--- config.mk ---
export PLATFORM = sky130hd
export DESIGN_NAME = flash_read_buffer
export DESIGN_NICKNAME = d
export VERILOG_FILES = /design/src/rtl/flash_read_buffer_pkg.sv /design/src/rtl/flash_read_buffer_line_store.sv /design/src/rtl/flash_read_buffer.sv
export SDC_FILE = /design/constraint.sdc
export NUM_CORES = 1
export LEC_CHECK = 0
export BUFFER_PORTS_ARGS = -buffer_cell sky130_fd_sc_hd__buf_2
export CELL_PAD_IN_SITES_DETAIL_PLACEMENT = 2
export CELL_PAD_IN_SITES_GLOBAL_PLACEMENT = 2
export CORE_MARGIN = 5
export CORE_UTILIZATION = 46
export CTS_CLUSTER_SIZE = 30
export DETAILED_ROUTE_END_ITERATION = 8
export MAX_ROUTING_LAYER = met4
export PLACE_DENSITY = 0.81
export RECOVER_POWER = 25
export SLEW_MARGIN = 20
export SYNTH_ARGS = -nofsm -noshare
export SYNTH_HDL_FRONTEND = slang
export SYNTH_SLANG_ARGS = --single-unit
--- constraint.sdc ---
create_clock -name clk -period 6.78 [get_ports clk]
set_clock_uncertainty 0.05 [all_clocks]
set_input_delay 0 -clock clk [delete_from_list [all_inputs] [get_ports clk]]
set_output_delay 0 -clock clk [all_outputs]
set_load 0.01 [all_outputs]
--- src/rtl/flash_read_buffer_pkg.sv ---
// Shared types and default geometry for the flash read line buffer.
package flash_read_buffer_pkg;

   localparam int unsigned DEF_ADDR_WIDTH = 21;
   localparam int unsigned DEF_LINE_WORDS = 4;
   localparam int unsigned DEF_NUM_LINES  = 4;

   localparam int unsigned OFFSET_W = $clog2(DEF_LINE_WORDS);
   localparam int unsigned INDEX_W  = $clog2(DEF_NUM_LINES);
   localparam int unsigned TAG_W    = DEF_ADDR_WIDTH - OFFSET_W - INDEX_W;

   typedef logic [DEF_ADDR_WIDTH-1:0] FlashWordAddress_t;

   typedef enum logic [2:0] {
      IDLE,
      FILL_REQ,
      FILL_WAIT,
      WR_REQ,
      WR_WAIT,
      DONE
   } line_state_e;

endpackage

--- src/rtl/flash_read_buffer_line_store.sv ---
// flash_line_store: valid/tag/data arrays with combinational hit lookup,
// one word write port, per-line set/clear of valid and invalidate-all.
module flash_line_store
   import flash_read_buffer_pkg::*;
#(
   parameter int unsigned LINE_WORDS = DEF_LINE_WORDS,
   parameter int unsigned NUM_LINES  = DEF_NUM_LINES,
   parameter int unsigned OFF_W      = OFFSET_W,
   parameter int unsigned IDX_W      = INDEX_W,
   parameter int unsigned TAG_BITS   = TAG_W
) (
   input  logic                i_clk,
   input  logic                i_rst,
   input  logic [IDX_W-1:0]    i_lk_index,
   input  logic [TAG_BITS-1:0] i_lk_tag,
   input  logic [OFF_W-1:0]    i_lk_offset,
   output logic                o_hit,
   output logic [31:0]         o_word,
   input  logic                i_wr_en,
   input  logic [IDX_W-1:0]    i_wr_index,
   input  logic [OFF_W-1:0]    i_wr_offset,
   input  logic [31:0]         i_wr_data,
   input  logic                i_set_valid,
   input  logic [TAG_BITS-1:0] i_set_tag,
   input  logic                i_clr_en,
   input  logic [IDX_W-1:0]    i_clr_index,
   input  logic                i_inv_all
);

   logic [NUM_LINES-1:0] r_valid;
   logic [TAG_BITS-1:0]  r_tag  [NUM_LINES];
   logic [31:0]          r_data [NUM_LINES][LINE_WORDS];

   always_ff @(posedge i_clk) begin
      if (i_rst || i_inv_all) begin
         r_valid <= '0;
      end else begin
         if (i_clr_en)    r_valid[i_clr_index] <= 1'b0;
         if (i_set_valid) r_valid[i_wr_index]  <= 1'b1;
      end
   end

   always_ff @(posedge i_clk) begin
      if (i_set_valid) r_tag[i_wr_index] <= i_set_tag;
      if (i_wr_en)     r_data[i_wr_index][i_wr_offset] <= i_wr_data;
   end

   assign o_hit  = r_valid[i_lk_index] && (r_tag[i_lk_index] == i_lk_tag);
   assign o_word = r_data[i_lk_index][i_lk_offset];

endmodule

--- src/rtl/flash_read_buffer.sv ---
// flash_read_buffer: direct-mapped read line buffer between CPU bus and flash controller.
// Optional hit/miss counters are enabled by defining FLASH_READ_BUFFER_STATS_EN.
module flash_read_buffer
   import flash_read_buffer_pkg::*;
#(
   parameter int unsigned ADDR_WIDTH = DEF_ADDR_WIDTH,
   parameter int unsigned LINE_WORDS = DEF_LINE_WORDS,
   parameter int unsigned NUM_LINES  = DEF_NUM_LINES
) (
   input  logic                  clk,
   input  logic                  rst,
   input  logic                  cpu_read,
   input  logic                  cpu_write,
   input  logic [ADDR_WIDTH-1:0] cpu_address,
   input  logic [3:0]            cpu_mask,
   input  logic [31:0]           cpu_data_wr,
   output logic [31:0]           cpu_data_rd,
   output logic                  cpu_stall,
   output logic                  fl_read,
   output logic                  fl_write,
   output logic [ADDR_WIDTH-1:0] fl_address,
   output logic [3:0]            fl_mask,
   output logic [31:0]           fl_data_wr,
   input  logic [31:0]           fl_data_rd,
   input  logic                  fl_stall
`ifdef FLASH_READ_BUFFER_STATS_EN
   ,
   output logic [31:0]           hit_count,
   output logic [31:0]           miss_count
`endif
);

   localparam int unsigned OFF_W    = $clog2(LINE_WORDS);
   localparam int unsigned IDX_W    = $clog2(NUM_LINES);
   localparam int unsigned TAG_BITS = ADDR_WIDTH - OFF_W - IDX_W;
   localparam logic [OFF_W-1:0] LAST_WORD = OFF_W'(LINE_WORDS - 1);

   line_state_e r_state, w_state_nxt;

   logic [OFF_W-1:0]      r_cnt;
   logic [IDX_W-1:0]      r_index;
   logic [TAG_BITS-1:0]   r_tag;
   logic                  r_seen;
   logic                  r_fl_read, r_fl_write;
   logic [ADDR_WIDTH-1:0] r_fl_address;
   logic [3:0]            r_fl_mask;
   logic [31:0]           r_fl_data_wr;

   logic [OFF_W-1:0]    w_offset;
   logic [IDX_W-1:0]    w_index;
   logic [TAG_BITS-1:0] w_tag;
   logic                w_hit, w_hit_idle, w_miss, w_wr_start;
   logic                w_xfer_done, w_store, w_set_valid, w_inv_all;
   logic [31:0]         w_word;

   assign w_offset = cpu_address[OFF_W-1:0];
   assign w_index  = cpu_address[OFF_W +: IDX_W];
   assign w_tag    = cpu_address[ADDR_WIDTH-1 -: TAG_BITS];

   assign w_hit_idle  = (r_state == IDLE) && cpu_read && w_hit;
   assign w_miss      = (r_state == IDLE) && cpu_read && !w_hit;
   assign w_wr_start  = (r_state == IDLE) && cpu_write && !cpu_read;
   // A transfer completes in the first low-stall cycle after stall was seen high.
   assign w_xfer_done = r_seen && !fl_stall;
   assign w_store     = (r_state == FILL_WAIT) && w_xfer_done;
   assign w_set_valid = w_store && (r_cnt == LAST_WORD);
   assign w_inv_all   = (r_state == WR_WAIT) && w_xfer_done;

   flash_line_store #(
      .LINE_WORDS (LINE_WORDS),
      .NUM_LINES  (NUM_LINES),
      .OFF_W      (OFF_W),
      .IDX_W      (IDX_W),
      .TAG_BITS   (TAG_BITS)
   ) u_store (
      .i_clk       (clk),
      .i_rst       (rst),
      .i_lk_index  (w_index),
      .i_lk_tag    (w_tag),
      .i_lk_offset (w_offset),
      .o_hit       (w_hit),
      .o_word      (w_word),
      .i_wr_en     (w_store),
      .i_wr_index  (r_index),
      .i_wr_offset (r_cnt),
      .i_wr_data   (fl_data_rd),
      .i_set_valid (w_set_valid),
      .i_set_tag   (r_tag),
      .i_clr_en    (w_miss),
      .i_clr_index (w_index),
      .i_inv_all   (w_inv_all)
   );

   always_ff @(posedge clk) begin
      if (rst) r_state <= IDLE;
      else     r_state <= w_state_nxt;
   end

   always_comb begin
      w_state_nxt = r_state;
      unique case (r_state)
         IDLE: begin
            if (w_miss)          w_state_nxt = FILL_REQ;
            else if (w_wr_start) w_state_nxt = WR_REQ;
         end
         FILL_REQ:  w_state_nxt = FILL_WAIT;
         FILL_WAIT: if (w_xfer_done) w_state_nxt = (r_cnt == LAST_WORD) ? DONE : FILL_REQ;
         WR_REQ:    w_state_nxt = WR_WAIT;
         WR_WAIT:   if (w_xfer_done) w_state_nxt = DONE;
         DONE:      w_state_nxt = IDLE;
         default:   w_state_nxt = IDLE;
      endcase
   end

   always_ff @(posedge clk) begin
      if (rst) begin
         r_cnt        <= '0;
         r_index      <= '0;
         r_tag        <= '0;
         r_seen       <= 1'b0;
         r_fl_read    <= 1'b0;
         r_fl_write   <= 1'b0;
         r_fl_address <= '0;
         r_fl_mask    <= '0;
         r_fl_data_wr <= '0;
      end else begin
         unique case (r_state)
            IDLE: begin
               if (w_miss) begin
                  r_cnt   <= '0;
                  r_index <= w_index;
                  r_tag   <= w_tag;
               end else if (w_wr_start) begin
                  r_fl_address <= cpu_address;
                  r_fl_mask    <= cpu_mask;
                  r_fl_data_wr <= cpu_data_wr;
               end
            end
            FILL_REQ: begin
               r_fl_read    <= 1'b1;
               r_fl_address <= {r_tag, r_index, r_cnt};
               r_seen       <= 1'b0;
            end
            FILL_WAIT: begin
               if (fl_stall) r_seen <= 1'b1;
               if (w_xfer_done) begin
                  r_fl_read <= 1'b0;
                  if (r_cnt != LAST_WORD) r_cnt <= r_cnt + 1'b1;
               end
            end
            WR_REQ: begin
               r_fl_write <= 1'b1;
               r_seen     <= 1'b0;
            end
            WR_WAIT: begin
               if (fl_stall)    r_seen     <= 1'b1;
               if (w_xfer_done) r_fl_write <= 1'b0;
            end
            default: ;
         endcase
      end
   end

`ifdef FLASH_READ_BUFFER_STATS_EN
   always_ff @(posedge clk) begin
      if (rst) begin
         hit_count  <= '0;
         miss_count <= '0;
      end else begin
         if (w_hit_idle) hit_count  <= hit_count + 1'b1;
         if (w_miss)     miss_count <= miss_count + 1'b1;
      end
   end
`endif

   assign cpu_stall   = (cpu_read || cpu_write) && (r_state != DONE) && !w_hit_idle;
   assign cpu_data_rd = (cpu_read && w_hit && (r_state == IDLE || r_state == DONE)) ? w_word : '0;

   assign fl_read    = r_fl_read;
   assign fl_write   = r_fl_write;
   assign fl_address = r_fl_address;
   assign fl_mask    = r_fl_mask;
   assign fl_data_wr = r_fl_data_wr;

endmodule

-- After elaboration in Yosys (flattened, before gate mapping)
Memories as Yosys holds them, arrays and structs flattened.
Cells that the tools add are included.
- logic and storage cells: 121
- memories kept: 2
- flip-flop bits (word level): 88
- RAM bits: 580
- memories (name ; depth ; width ; rd ports ; clocked after memory_dff ; wr ports ; RTL line ; text):
    u_store.r_data ; 4 ; 128 ; 1 ; 0 ; 1 ; flash_read_buffer_line_store.sv:32 ; logic [31:0] r_data [NUM_LINES][LINE_WORDS];
    u_store.r_tag ; 4 ; 17 ; 1 ; 0 ; 1 ; flash_read_buffer_line_store.sv:31 ; logic [TAG_BITS-1:0] r_tag [NUM_LINES];
- bitwise operators: 6
- mux-type cells: 37
- eq/ne operators: 17
- $lt $le $gt $ge: 7
- reduce and logical (&&, ||, !) cells: 40
- $add $sub $neg: 1
- operators with widths (operator ; number):
    128-bit 2-to-1 mux ; 1
    32-bit 2-to-1 mux ; 4
    32-bit binary-select mux with 2-bit select ; 1
    32-bit demux with 2-bit select ; 1
    21-bit 2-to-1 mux ; 2
    21-bit case mux with 2 select lines ; 1
    17-bit equality test ; 1
    1-bit logical AND ; 17
    3-bit 2-to-1 mux ; 5
    3-bit case mux with 5 select lines ; 1
    4-bit 2-to-1 mux ; 3
    2-bit != test (second input constant) ; 5
    2-bit nonzero test ; 5
    3-bit AND reduction ; 3
    1-bit 2-to-1 mux ; 8
    2-bit AND reduction ; 4
    3-bit by 2-bit equality test with 1-bit output (second input constant) ; 2
    3-bit equality test (second input constant) ; 2
    3-bit greater-or-equal comparator (second input constant) ; 2
    2-bit by 3-bit < comparator with 1-bit output (second input constant) ; 2
    2-bit 2-to-1 mux ; 3
    2-bit by 1-bit != test with 1-bit output (second input constant) ; 3
    2-bit inverter with 3-bit output ; 2
    1-bit case mux with 2 select lines ; 3
    other kinds (19) ; 27

-- Depth between registers and ports, before layout
Gate-level depths: netlist (run 1).
- depth in word-level cells: 10
- mapped depth: 12

-- Modules after synthesis
A second synthesis (run 1) with hierarchy kept.
- cells, all modules: 1337
- area total of the unflattened synthesis: 25812.3 um^2
- modules (own cells, without submodules) (module ; instances ; cells an instance ; area each (um^2) ; sequential area each (um^2)):
    flash_line_store ; 1 ; 884 ; 22146.2 ; 17496.8
    flash_read_buffer ; 1 ; 453 ; 3666.0 ; 1681.6

-- Worst setup path before layout (run 1)
No wires, ideal clock.
- kind: reg2reg
- start point: register r_state[1]
- end point: register u_store.r_valid[0]
- arrival time: 5.033 ns
- library setup time: 0.087 ns
- stages on the path, launching flop included: 8
- setup slack: 1.610 ns
- clock period less this slack: 5.170 ns
- cells stage by stage: dfxtp_1 clkbuf_1 nand2b_1 nor3_1 nand2_1 nor3_1 o21ai_0 a31oi_1
- cells in the longest elaborated chain, start to end: 7
- elaborated cells on any way between the ends: 13
- those cells by class: eq/ne: 2; mux: 3; bitwise: 1; reduce/logical: 7
- RTL lines (what ; RTL line ; text):
    start, declared ; flash_read_buffer.sv:38 ; line_state_e r_state, w_state_nxt;
    start signal, assigned ; flash_read_buffer.sv:96 ; else r_state <= w_state_nxt;
    3-bit zero test ; flash_read_buffer.sv:61 ; assign w_miss = (r_state == IDLE) && cpu_read && !w_hit;
    1-bit logical AND (2 in series) ; flash_read_buffer.sv:61 ;
    4-bit 2-to-1 mux ; flash_read_buffer_line_store.sv:38 ; if (i_clr_en) r_valid[i_clr_index] <= 1'b0;
    4-bit 2-to-1 mux ; flash_read_buffer_line_store.sv:35 ; if (i_rst || i_inv_all) begin
    4-bit OR (no line) ; n/a ;
    4-bit 2-to-1 mux ; flash_read_buffer_line_store.sv:39 ; if (i_set_valid) r_valid[i_wr_index] <= 1'b1;
    end signal, assigned ; flash_read_buffer_line_store.sv:36 ; r_valid <= '0;
    end signal, assigned by index ; flash_read_buffer_line_store.sv:38 ;
    end signal, assigned by index ; flash_read_buffer_line_store.sv:39 ;
    end, declared ; flash_read_buffer_line_store.sv:30 ; logic [NUM_LINES-1:0] r_valid;
Parallel ways exist; a longest one is shown, timed or not. The select of a mux whose other input is x is not followed.
A chain may end at the register's enable or synchronous reset.

-- Worst setup path in the final report (run 1)
- start point: register r_state[1]
- end point: register u_store.r_valid[3]
The elaborated chain is that of the path after synthesis.

==> flow_summary.json, run 1 <==
{
  "critPathKind": "reg2reg",
  "initial_core_util": 0.465,
  "yosys_warnings": 0,
  "yosys.area_share.simple": 0.0428,
  "status": "completed",
  "crit_buf_inv": 2,
  "yosysUniqueCellTypes": 49,
  "synthTopCellsByArea": "edfxtp_1 (68%), mux4_2 (14%), dfxtp_1 (6.8%), nand2_1 (1.9%), mux2i_1 (1.1%)",
  "r2r_setup_slack_ns": 2.64,
  "synthesis.nets": 1427,
  "antenna_found_initial": 6,
  "required_ns": 7.29,
  "fin_util": 0.556,
  "overflow": 0,
  "ys_seq_area_frac": 0.745,
  "tritoncts": "yes",
  "firstDrtPassIters": 6,
  "powerDensity_nw_per_um2": 296,
  "synthArstFlopShare": 0,
  "synthAdderAreaFrac": 0.00194,
  "routed_wl_mm": 79.9,
  "fin_nets": 1725,
  "cp-end-kind": "flip-flop",
  "synth_ff_type": "edfxtp_1",
  "io_buffers": 185,
  "syn_area_sq_um": 25700,
  "drive_above_1_share": 0.284,
  "synth-compound-area-share": 0.0248,
  "die-area_sq_um": 60800,
  "crit_cells": 8,
  "crit_slowest_cell": "nor2_4",
  "die_h_microns": 247,
  "fillCellCount": 4791,
  "r2r_start": "r_state[1]",
  "start_kind": "flip-flop",
  "synth_top_family_by_area": "multiplexers",
  "gp_congestion": 0.731,
  "finalSetupTns_ns": 0,
  "clockRootBuffer": "clkbuf_16",
  "drc": 0,
  "cp_max_fo": 34,
  "hold_ws_ns": 0.160,
  "setup_viol": 0,
  "multiInputGateArea_sq_um": 6290,
  "cts_buffers": 71,
  "netlist.area_leader.share": 0.677,
  "ys_ff_latch": 668,
  "rr_worst_depth": 8,
  "synth_cells": 1329,
  "worstPathArrival_ns": 4.65,
  "fin_crit_sh": 0.610,
  "synth_edf_count": 580,
  "ant_nets": 0,
  "crit_path_end": "u_store.r_valid[3]",
  "cts_setup_buffers": 0,
  "drv_slew": 0,
  "die_x_microns": 247,
  "cpLargestDelayFamily": "simple AND/OR/NAND/NOR gates",
  "worstMarginPinSlew_ns": 1.07,
  "synth_xor_area_frac": 0.00505,
  "avgViaCountPerCell": 6.00,
  "synth.mux.area_fraction": 0.164,
  "cts_buffer_depth": 3,
  "yosysTopAreaCell": "edfxtp_1",
  "grt_pass1_vias": 16165,
  "drt_iter0_drc": 1521,
  "final_common_cell": "edfxtp_1",
  "peakVddDrop_mv": 0.152,
  "wl_per_cell_microns": 32.8,
  "clk_latency_ns": 0.63,
  "dp_hpwl_mm": 42.8,
  "final_cell_mix": "edfxtp_1 (580), mux4_2 (164), buf_2 (158)",
  "grt_max_degree": 79,
  "grt_pass1_wl_mm": 115,
  "maxCapViolations": 0,
  "power.total_uw": 9080,
  "clkTransAtPathRegs_ns": 0.06,
  "path_cells": "nand2b_1, nor3_1, nand2_1, nor2_4, buf_4, o21ai_0, a31oi_1, dlygate4sd3_1",
  "syn_area_per_cell_sq_um": 19.4,
  "grt_usage": 0.268,
  "htreeDepth": 3,
  "cts_num_sinks": 668,
  "leakage_uw": 0.0103,
  "final.min_clock_period_ns": 4.14,
  "hold_path.class": "in2reg",
  "r2r-end": "u_store.r_valid[3]",
  "slowest_delay_ns": 0.71,
  "timing.slew.headroom": 0.286,
  "hold_violations": 0,
  "fmax_mhz": 242,
  "rsz0062_at_grt": "no",
  "hold_depth": 4,
  "row_count": 86,
  "regArea_sq_um": 19200,
  "syn_to_final_growth_pct": 19.4,
  "ios": 186,
  "vias": 14623,
  "core_sq_um": 55300,
  "crit_path_start": "r_state[1]"
}
==> timing repair <==
item,4_1_cts,5_1_grt
hold buffers,93,0
gates resized for setup,0,0
hold endpoints to repair,589,0
==> layout make-up <==
cell class	instances	share of cell area
Inverter	10	0.00122
Multi-Input combinational cell	571	0.205
Antenna cell	6	0.000488
Clock inverter	29	0.00729
Sequential cell	668	0.624
Timing Repair Buffer	305	0.0672
Clock buffer	100	0.0650
Tap cell	748	0.0304
==> Yosys cell counts, types with 2 or more instances <==
cell type and number:
nand2_1 127, nor2b_1 24, edfxtp_1 580, buf_1 17, mux4_2 164, and2b_1 9, nand3_1 5, or2_2 2
o21ai_0 8, buf_2 8, nand4_1 3, or3_1 2, mux2_2 2, mux2i_1 28, xnor2_1 10, nor2_1 61
a311oi_1 21, ha_1 4, xor2_1 3, a31oi_1 8, a21oi_1 44, dfxtp_1 88, buf_6 7, nor3_1 10
nand2b_1 5, o211ai_1 3, mux4_1 8, o22a_1 2, inv_1 10, o22ai_1 2, o41ai_1 2, clkbuf_1 45
==> how the worst min path moves through the flow <==
stage | startpoint | endpoint | slack, ns
after global placement | cpu_data_wr[10] | fl_data_wr[10] | 0.19
after CTS | cpu_data_wr[21] | fl_data_wr[21] | 0.12
after detailed placement | cpu_mask[3] | fl_mask[3] | 0.20
after floorplan | fl_data_rd[0] | u_store.r_data[0][0] | 0.05
after global routing | cpu_data_wr[12] | fl_data_wr[12] | 0.15
final | cpu_data_wr[6] | fl_data_wr[6] | 0.16
==> cells by family after synthesis <==
| kind of cell | count (synthesis) |
|---|---|
| AO/OA/AOI/OAI | 98 |
| XOR/XNOR | 14 |
| adder cells (fa/ha/maj) | 4 |
| buffers and inverters | 90 |
| flip-flops | 668 |
| multiplexers | 203 |
| AND/OR/NAND/NOR | 252 |
==> state kept, by name, indices dropped and copies added, names as in the netlist <==
signal           cells
u_store.r_tag       68
r_tag               17
fl_read              1
u_store.r_data     512
r_state              3
fl_mask              4
r_index              2
r_cnt                2
fl_data_wr          32
u_store.r_valid      4
r_seen               1
fl_write             1
fl_address          21
==> tightest hold or removal path: cells and delay by family <==
family	cells	cell delay (ns)
AO/OA/AOI/OAI	1	0.05
AND/OR/NAND/NOR	1	0.05
buffers and inverters	2	0.65
==> metrics by stage <==
stage,setup WS [ns],cell area [sq um],cells
global placement,3.54,27600,2208
global route,2.45,30700,2437
detailed placement,3.32,27600,2208
floorplan,1.61,25700,1329
CTS,2.73,30700,2430
finish,2.64,30700,2437
==> report_power, final <==
group / total [uW] / internal (uW) / leakage, uW / switching [uW]
clock network: 3840 / 2180 / 0.00110 / 1660
registers: 4590 / 4530 / 0.00594 / 66.8
logic: 654 / 269 / 0.00326 / 386
total: 9080 / 6970 / 0.0103 / 2110
==> metal layers <==
metal,part of all wire,vias up,GRT usage
li1,-,5939,-
met1,0.40,7976,0.345
met2,0.52,593,0.451
met3,0.056,115,0.0485
met4,0.019,0,0.0581
met5,0,-,-
(Power assumes the default switching activity.)
==> run 2: changes to the inputs <==
--- a/config.mk
+++ b/config.mk
@@ -9,11 +9,11 @@
 export CELL_PAD_IN_SITES_DETAIL_PLACEMENT = 2
 export CELL_PAD_IN_SITES_GLOBAL_PLACEMENT = 2
 export CORE_MARGIN = 5
-export CORE_UTILIZATION = 46
+export CORE_UTILIZATION = 42
 export CTS_CLUSTER_SIZE = 30
 export DETAILED_ROUTE_END_ITERATION = 8
 export MAX_ROUTING_LAYER = met4
-export PLACE_DENSITY = 0.81
+export PLACE_DENSITY = 0.78
 export RECOVER_POWER = 25
 export SLEW_MARGIN = 20
 export SYNTH_ARGS = -nofsm -noshare
==> constraint.sdc (replaced) <==
create_clock -name clk -period 3.8 [get_ports clk]
set_clock_uncertainty 0.05 [all_clocks]
set_input_delay 0 -clock clk [delete_from_list [all_inputs] [get_ports clk]]
set_output_delay 0 -clock clk [all_outputs]
set_load 0.01 [all_outputs]
==> run 2 against run 1 <==
Net effect: via count is 3.1% lower; clock power is 75% higher; sequential cell count stayed put; combinational power is 74% higher; final cell count is 1.5% higher; die area is 9.1% higher; non-clock buffer count is 7 higher; register-to-register slack worse by 1.8 ns; setup slack worse by 2.4 ns; wire length is 4.7% lower.
==> flow_summary.json, run 2 (synthesis gave the netlist of run 1 again) <==
{
  "htreeDepth": 3,
  "dp_slack_ns": 0.837,
  "core_sq_um": 60600,
  "cp-end-kind": "output pin",
  "routed_wl_mm": 76.2,
  "initial_core_util": 0.425,
  "finalSetupTns_ns": 0,
  "status": "completed",
  "peakVddDrop_mv": 0.314,
  "rr_worst_depth": 8,
  "syn_to_final_growth_pct": 20.0,
  "grt_max_degree": 135,
  "io_buffers": 185,
  "fin_area_sq_um": 30900,
  "setup_viol": 0,
  "overflow": 0,
  "fillCellCount": 5366,
  "clkTransAtPathRegs_ns": 0.06,
  "start_kind": "input pin",
  "die_x_microns": 258,
  "leakage_uw": 0.0103,
  "hold_path.class": "in2reg",
  "clockRootBuffer": "clkbuf_16",
  "drt_iter0_drc": 1071,
  "crit_slowest_cell": "mux4_1",
  "grt_pass1_wl_mm": 113,
  "path_cells": "dlygate4sd3_1, buf_8, mux4_1, xnor2_1, nand3_1, nor3_1, and3_2, o2111ai_4, buf_4, and2b_1, buf_2",
  "final.min_clock_period_ns": 3.55,
  "cts_buffers": 72,
  "timing.slew.headroom": 0.360,
  "crit_path_start": "cpu_address[2]",
  "r2r-end": "r_cnt[0]",
  "layout_setup_ws_ns": 0.254,
  "crit_buf_inv": 4,
  "worstHoldStart": "cpu_data_wr[21]",
  "firstDrtPassIters": 5,
  "final_cell_mix": "edfxtp_1 (580), mux4_2 (164), buf_2 (161)",
  "rsz0062_at_grt": "no",
  "gp_congestion": 0.763,
  "regMostFlops": "u_store.r_data",
  "fin_util": 0.510,
  "grt_pass1_vias": 15880,
  "fin_nets": 1733,
  "avgViaCountPerCell": 5.73,
  "r2r_setup_slack_ns": 0.89,
  "final_common_cell": "edfxtp_1",
  "cts_buffer_depth": 3,
  "grt_usage": 0.238,
  "wl_per_cell_microns": 30.8,
  "required_ns": 3.75,
  "hold_violations": 0,
  "worstPathArrival_ns": 3.50,
  "cpLargestDelayFamily": "buffers and inverters",
  "largest_reg_flops": 512,
  "cts_num_sinks": 668,
  "crit_path_end": "cpu_data_rd[9]",
  "powerDensity_nw_per_um2": 520,
  "r2r_start": "u_store.r_tag[3][7]",
  "crit_cells": 11,
  "row_count": 90,
  "drv_slew": 0,
  "maxCapViolations": 0,
  "drc": 0,
  "fin_crit_sh": 0.933,
  "slowest_delay_ns": 0.66,
  "cts_resized": 0,
  "die-area_sq_um": 66300,
  "drive_above_1_share": 0.285,
  "vias": 14164,
  "clk_latency_ns": 0.61,
  "critPathKind": "in2out",
  "tritoncts": "yes",
  "die_h_microns": 258,
  "fmax_mhz": 282,
  "place_area_sq_um": 27700,
  "ant_nets": 0,
  "cp_max_fo": 46,
  "worstMarginPinSlew_ns": 0.960,
  "dp_hpwl_mm": 43.1,
  "antenna_found_initial": 6,
  "ios": 186
}
run 2: stage by stage:
stage                     std cells  hold slack [ns]  power (uW)
after floorplan                1329           0.0489        8950
after global placement         2248            0.190        9320
after detailed placement       2248            0.201        9390
after CTS                      2468            0.107       16200
after global routing           2473            0.124       16700
final                          2473            0.159       16100
run 2: layout make-up:
cell class              count  area [sq um]  share of cell area
clock inverters            25           181             0.00587
repair buffers            312          2160              0.0698
well taps                 782           978              0.0317
multi-input cells         571          6310               0.204
diodes                      5          12.5            0.000405
clock buffers             100          2030              0.0657
flip-flops and latches    668         19200               0.621
inverters                  10          37.5             0.00122
run 2: power by group:
part | switching [uW] | internal (uW)
clock | 2860 | 3860
combinational | 656 | 480
sequential | 107 | 8080
run 2: worst min path at each step:
stage | cells after the start | endpoint | slack [ns]
after floorplan | 0 | u_store.r_data[0][0] | 0.05
after global placement | 3 | fl_data_wr[6] | 0.19
after detailed placement | 3 | fl_data_wr[26] | 0.20
after CTS | 3 | fl_address[0] | 0.11
after global routing | 3 | fl_address[0] | 0.12
final | 4 | fl_data_wr[21] | 0.16
run 2: repair_timing:
action                     CTS  global route
hold endpoints to repair   599             0
setup endpoints to repair    0             0
hold buffers                95             0
setup buffers                0             0
run 2: metal layers:
| metal | GRT usage | wire (microns) | vias up |
|---|---|---|---|
| li1 | - | - | 5945 |
| met1 | 0.298 | 30200 | 7644 |
| met2 | 0.410 | 40200 | 470 |
| met3 | 0.0462 | 4390 | 105 |
| met4 | 0.0484 | 1350 | 0 |
| met5 | - | 0 | - |
run 2: tightest hold or removal path, stage by stage:
cell and delay (ns):
dlygate4sd3_1 0.53, buf_2 0.12, nand2_1 0.05, a21oi_1 0.05
==> run 3: changes to the inputs <==
--- a/config.mk
+++ b/config.mk
@@ -12,9 +12,9 @@
 export CORE_UTILIZATION = 42
 export CTS_CLUSTER_SIZE = 30
 export DETAILED_ROUTE_END_ITERATION = 8
-export MAX_ROUTING_LAYER = met4
 export PLACE_DENSITY = 0.78
 export RECOVER_POWER = 25
+export REMOVE_ABC_BUFFERS = 1
 export SLEW_MARGIN = 20
 export SYNTH_ARGS = -nofsm -noshare
 export SYNTH_HDL_FRONTEND = slang
==> run 3 against run 2 <==
Net effect: sequential power is essentially flat; wire length grew 3.4%; global-route usage shrank 0.077 points; setup slack lost 0.066 ns; count of clock-buffer cells in the layout shrank 7; combinational power is essentially flat; final cell count grew 0.97%; cell area grew 1.1%; maximum frequency shrank 1.8%; register-to-register slack lost 0.31 ns.
==> flow_summary.json, run 3 (synthesis gave the netlist of run 1 again) <==
{
  "status": "completed",
  "overflow": 0,
  "largest_reg_flops": 512,
  "power.total_uw": 16400,
  "cts_num_sinks": 668,
  "die_h_microns": 258,
  "cts_buffers": 72,
  "grt_max_degree": 115,
  "wl_per_cell_microns": 31.5,
  "dp_hpwl_mm": 45.3,
  "cts_resized": 0,
  "hold_violations": 0,
  "p_switching_uw": 3760,
  "cts_setup_buffers": 0,
  "vias": 14437,
  "worstMarginPinSlew_ns": 0.983,
  "routed_wl_mm": 78.7,
  "grt_pass1_vias": 16300,
  "drc": 0,
  "firstDrtPassIters": 5,
  "grt_pass1_wl_mm": 116,
  "fin_area_sq_um": 31200,
  "fin_cells": 2497,
  "htreeDepth": 3,
  "clkTransAtPathRegs_ns": 0.06,
  "die_x_microns": 258,
  "setup_viol": 0,
  "internal_power_uw": 12700,
  "maxCapViolations": 0,
  "fmax_mhz": 277,
  "initial_core_util": 0.425,
  "peakVddDrop_mv": 0.283,
  "clockRootBuffer": "clkbuf_16",
  "seq_power_share": 0.498,
  "critPathKind": "in2out",
  "regMostFlops": "u_store.r_data",
  "fin_nets": 1753,
  "powerDensity_nw_per_um2": 526,
  "drv_slew": 0,
  "cp-end-kind": "output pin",
  "ios": 186,
  "clkPwrFrac": 0.431,
  "row_count": 90,
  "ant_nets": 0,
  "worstPathArrival_ns": 3.56,
  "syn_to_final_growth_pct": 21.3,
  "fillCellCount": 5367,
  "timing.slew.headroom": 0.345,
  "comb_power_share": 0.070,
  "final.min_clock_period_ns": 3.61,
  "gp_congestion": 0.729,
  "place_area_sq_um": 27800,
  "cp_max_fo": 34,
  "drt_iter0_drc": 1111,
  "die-area_sq_um": 66300,
  "antenna_found_initial": 6,
  "fin_crit_sh": 0.950,
  "clk_latency_ns": 0.61,
  "required_ns": 3.75,
  "avgViaCountPerCell": 5.78,
  "io_buffers": 185,
  "final_cell_mix": "edfxtp_1 (580), mux4_2 (164), buf_2 (159)",
  "p_sw_frac": 0.229,
  "core_sq_um": 60600,
  "dp_cells": 2252,
  "leakage_uw": 0.0105,
  "final_common_cell": "edfxtp_1",
  "hold_ws_ns": 0.0288,
  "tritoncts": "yes",
  "cts_buffer_depth": 3,
  "grt_usage": 0.237,
  "fin_util": 0.516,
  "start_kind": "input pin",
  "hold_path.class": "in2reg",
  "rsz0062_at_grt": "no",
  "drive_above_1_share": 0.289
}
-- run 3: cell types whose count changed in the layout (fill, tap and decap cells not counted), sizes merged, moves of 2 or more --
cell,previous run,this run
dlygate4sd3,95,111
buf,195,197
clkinvlp,1,4
clkinv,20,22
bufinv,2,8
clkbuf,122,117
-- run 3: worst max-delay path, stage by stage --
cell and delay [ns]:
dlygate4sd3_1 0.68, buf_8 0.32, buf_4 0.48, mux2_2 0.39
nand2_1 0.08, o22a_1 0.18, nor3_1 0.07, and3_2 0.26
o2111ai_4 0.07, buf_4 0.54, and2b_1 0.29, buf_2 0.15
-- run 3: metrics by stage --
step           setup WS, ns  setup TNS [ns]
3_5_place_dp          0.495               0
6_report              0.189               0
2_1_floorplan         -1.25          -70.97
5_1_grt              0.0588               0
4_1_cts               0.172               0
3_3_place_gp           1.01               0
-- run 3: layout make-up --
class,count,area [sq um],area share
diodes,4,10.0,0.000320
clock buffers,93,1890,0.0605
clock inverters,37,444,0.0142
inverters,10,37.5,0.00120
multi-input cells,571,6290,0.201
flip-flops and latches,668,19200,0.614
well taps,782,978,0.0313
repair buffers,332,2410,0.0770
-- run 3: worst paths after layout --
check / startpoint / to / slack [ns] / cells after the start
setup / recovery: cpu_address[2] / cpu_data_rd[31] / 0.19 / 12
hold reg to reg: fl_read / fl_read / 0.42 / 2
hold / removal: cpu_address[1] / fl_address[1] / 0.03 / 3
setup reg to reg: r_state[1] / u_store.r_valid[0] / 0.58 / 7
-- run 3: power by group through the flow --
stage	clock network, uW	registers (uW)	logic [uW]
3_3_place_gp	0	8320	990
2_1_floorplan	0	8340	492
3_5_place_dp	0	8330	1050
4_1_cts	7220	8180	1160
6_report	7080	8180	1160
5_1_grt	7600	8190	1250
-- run 3: per-layer routing --
metal	wire, microns	up-vias	global-route usage
li1	-	5995	-
met1	31300	7791	0.309
met2	41400	538	0.415
met3	4590	105	0.0467
met4	1420	8	0.0543
met5	46	-	0
-- run 3: what timing repair did --
item / in CTS / in global routing
endpoints found under the setup margin: 0 / 0
hold endpoints to repair: 595 / 0
hold buffers: 111 / 0
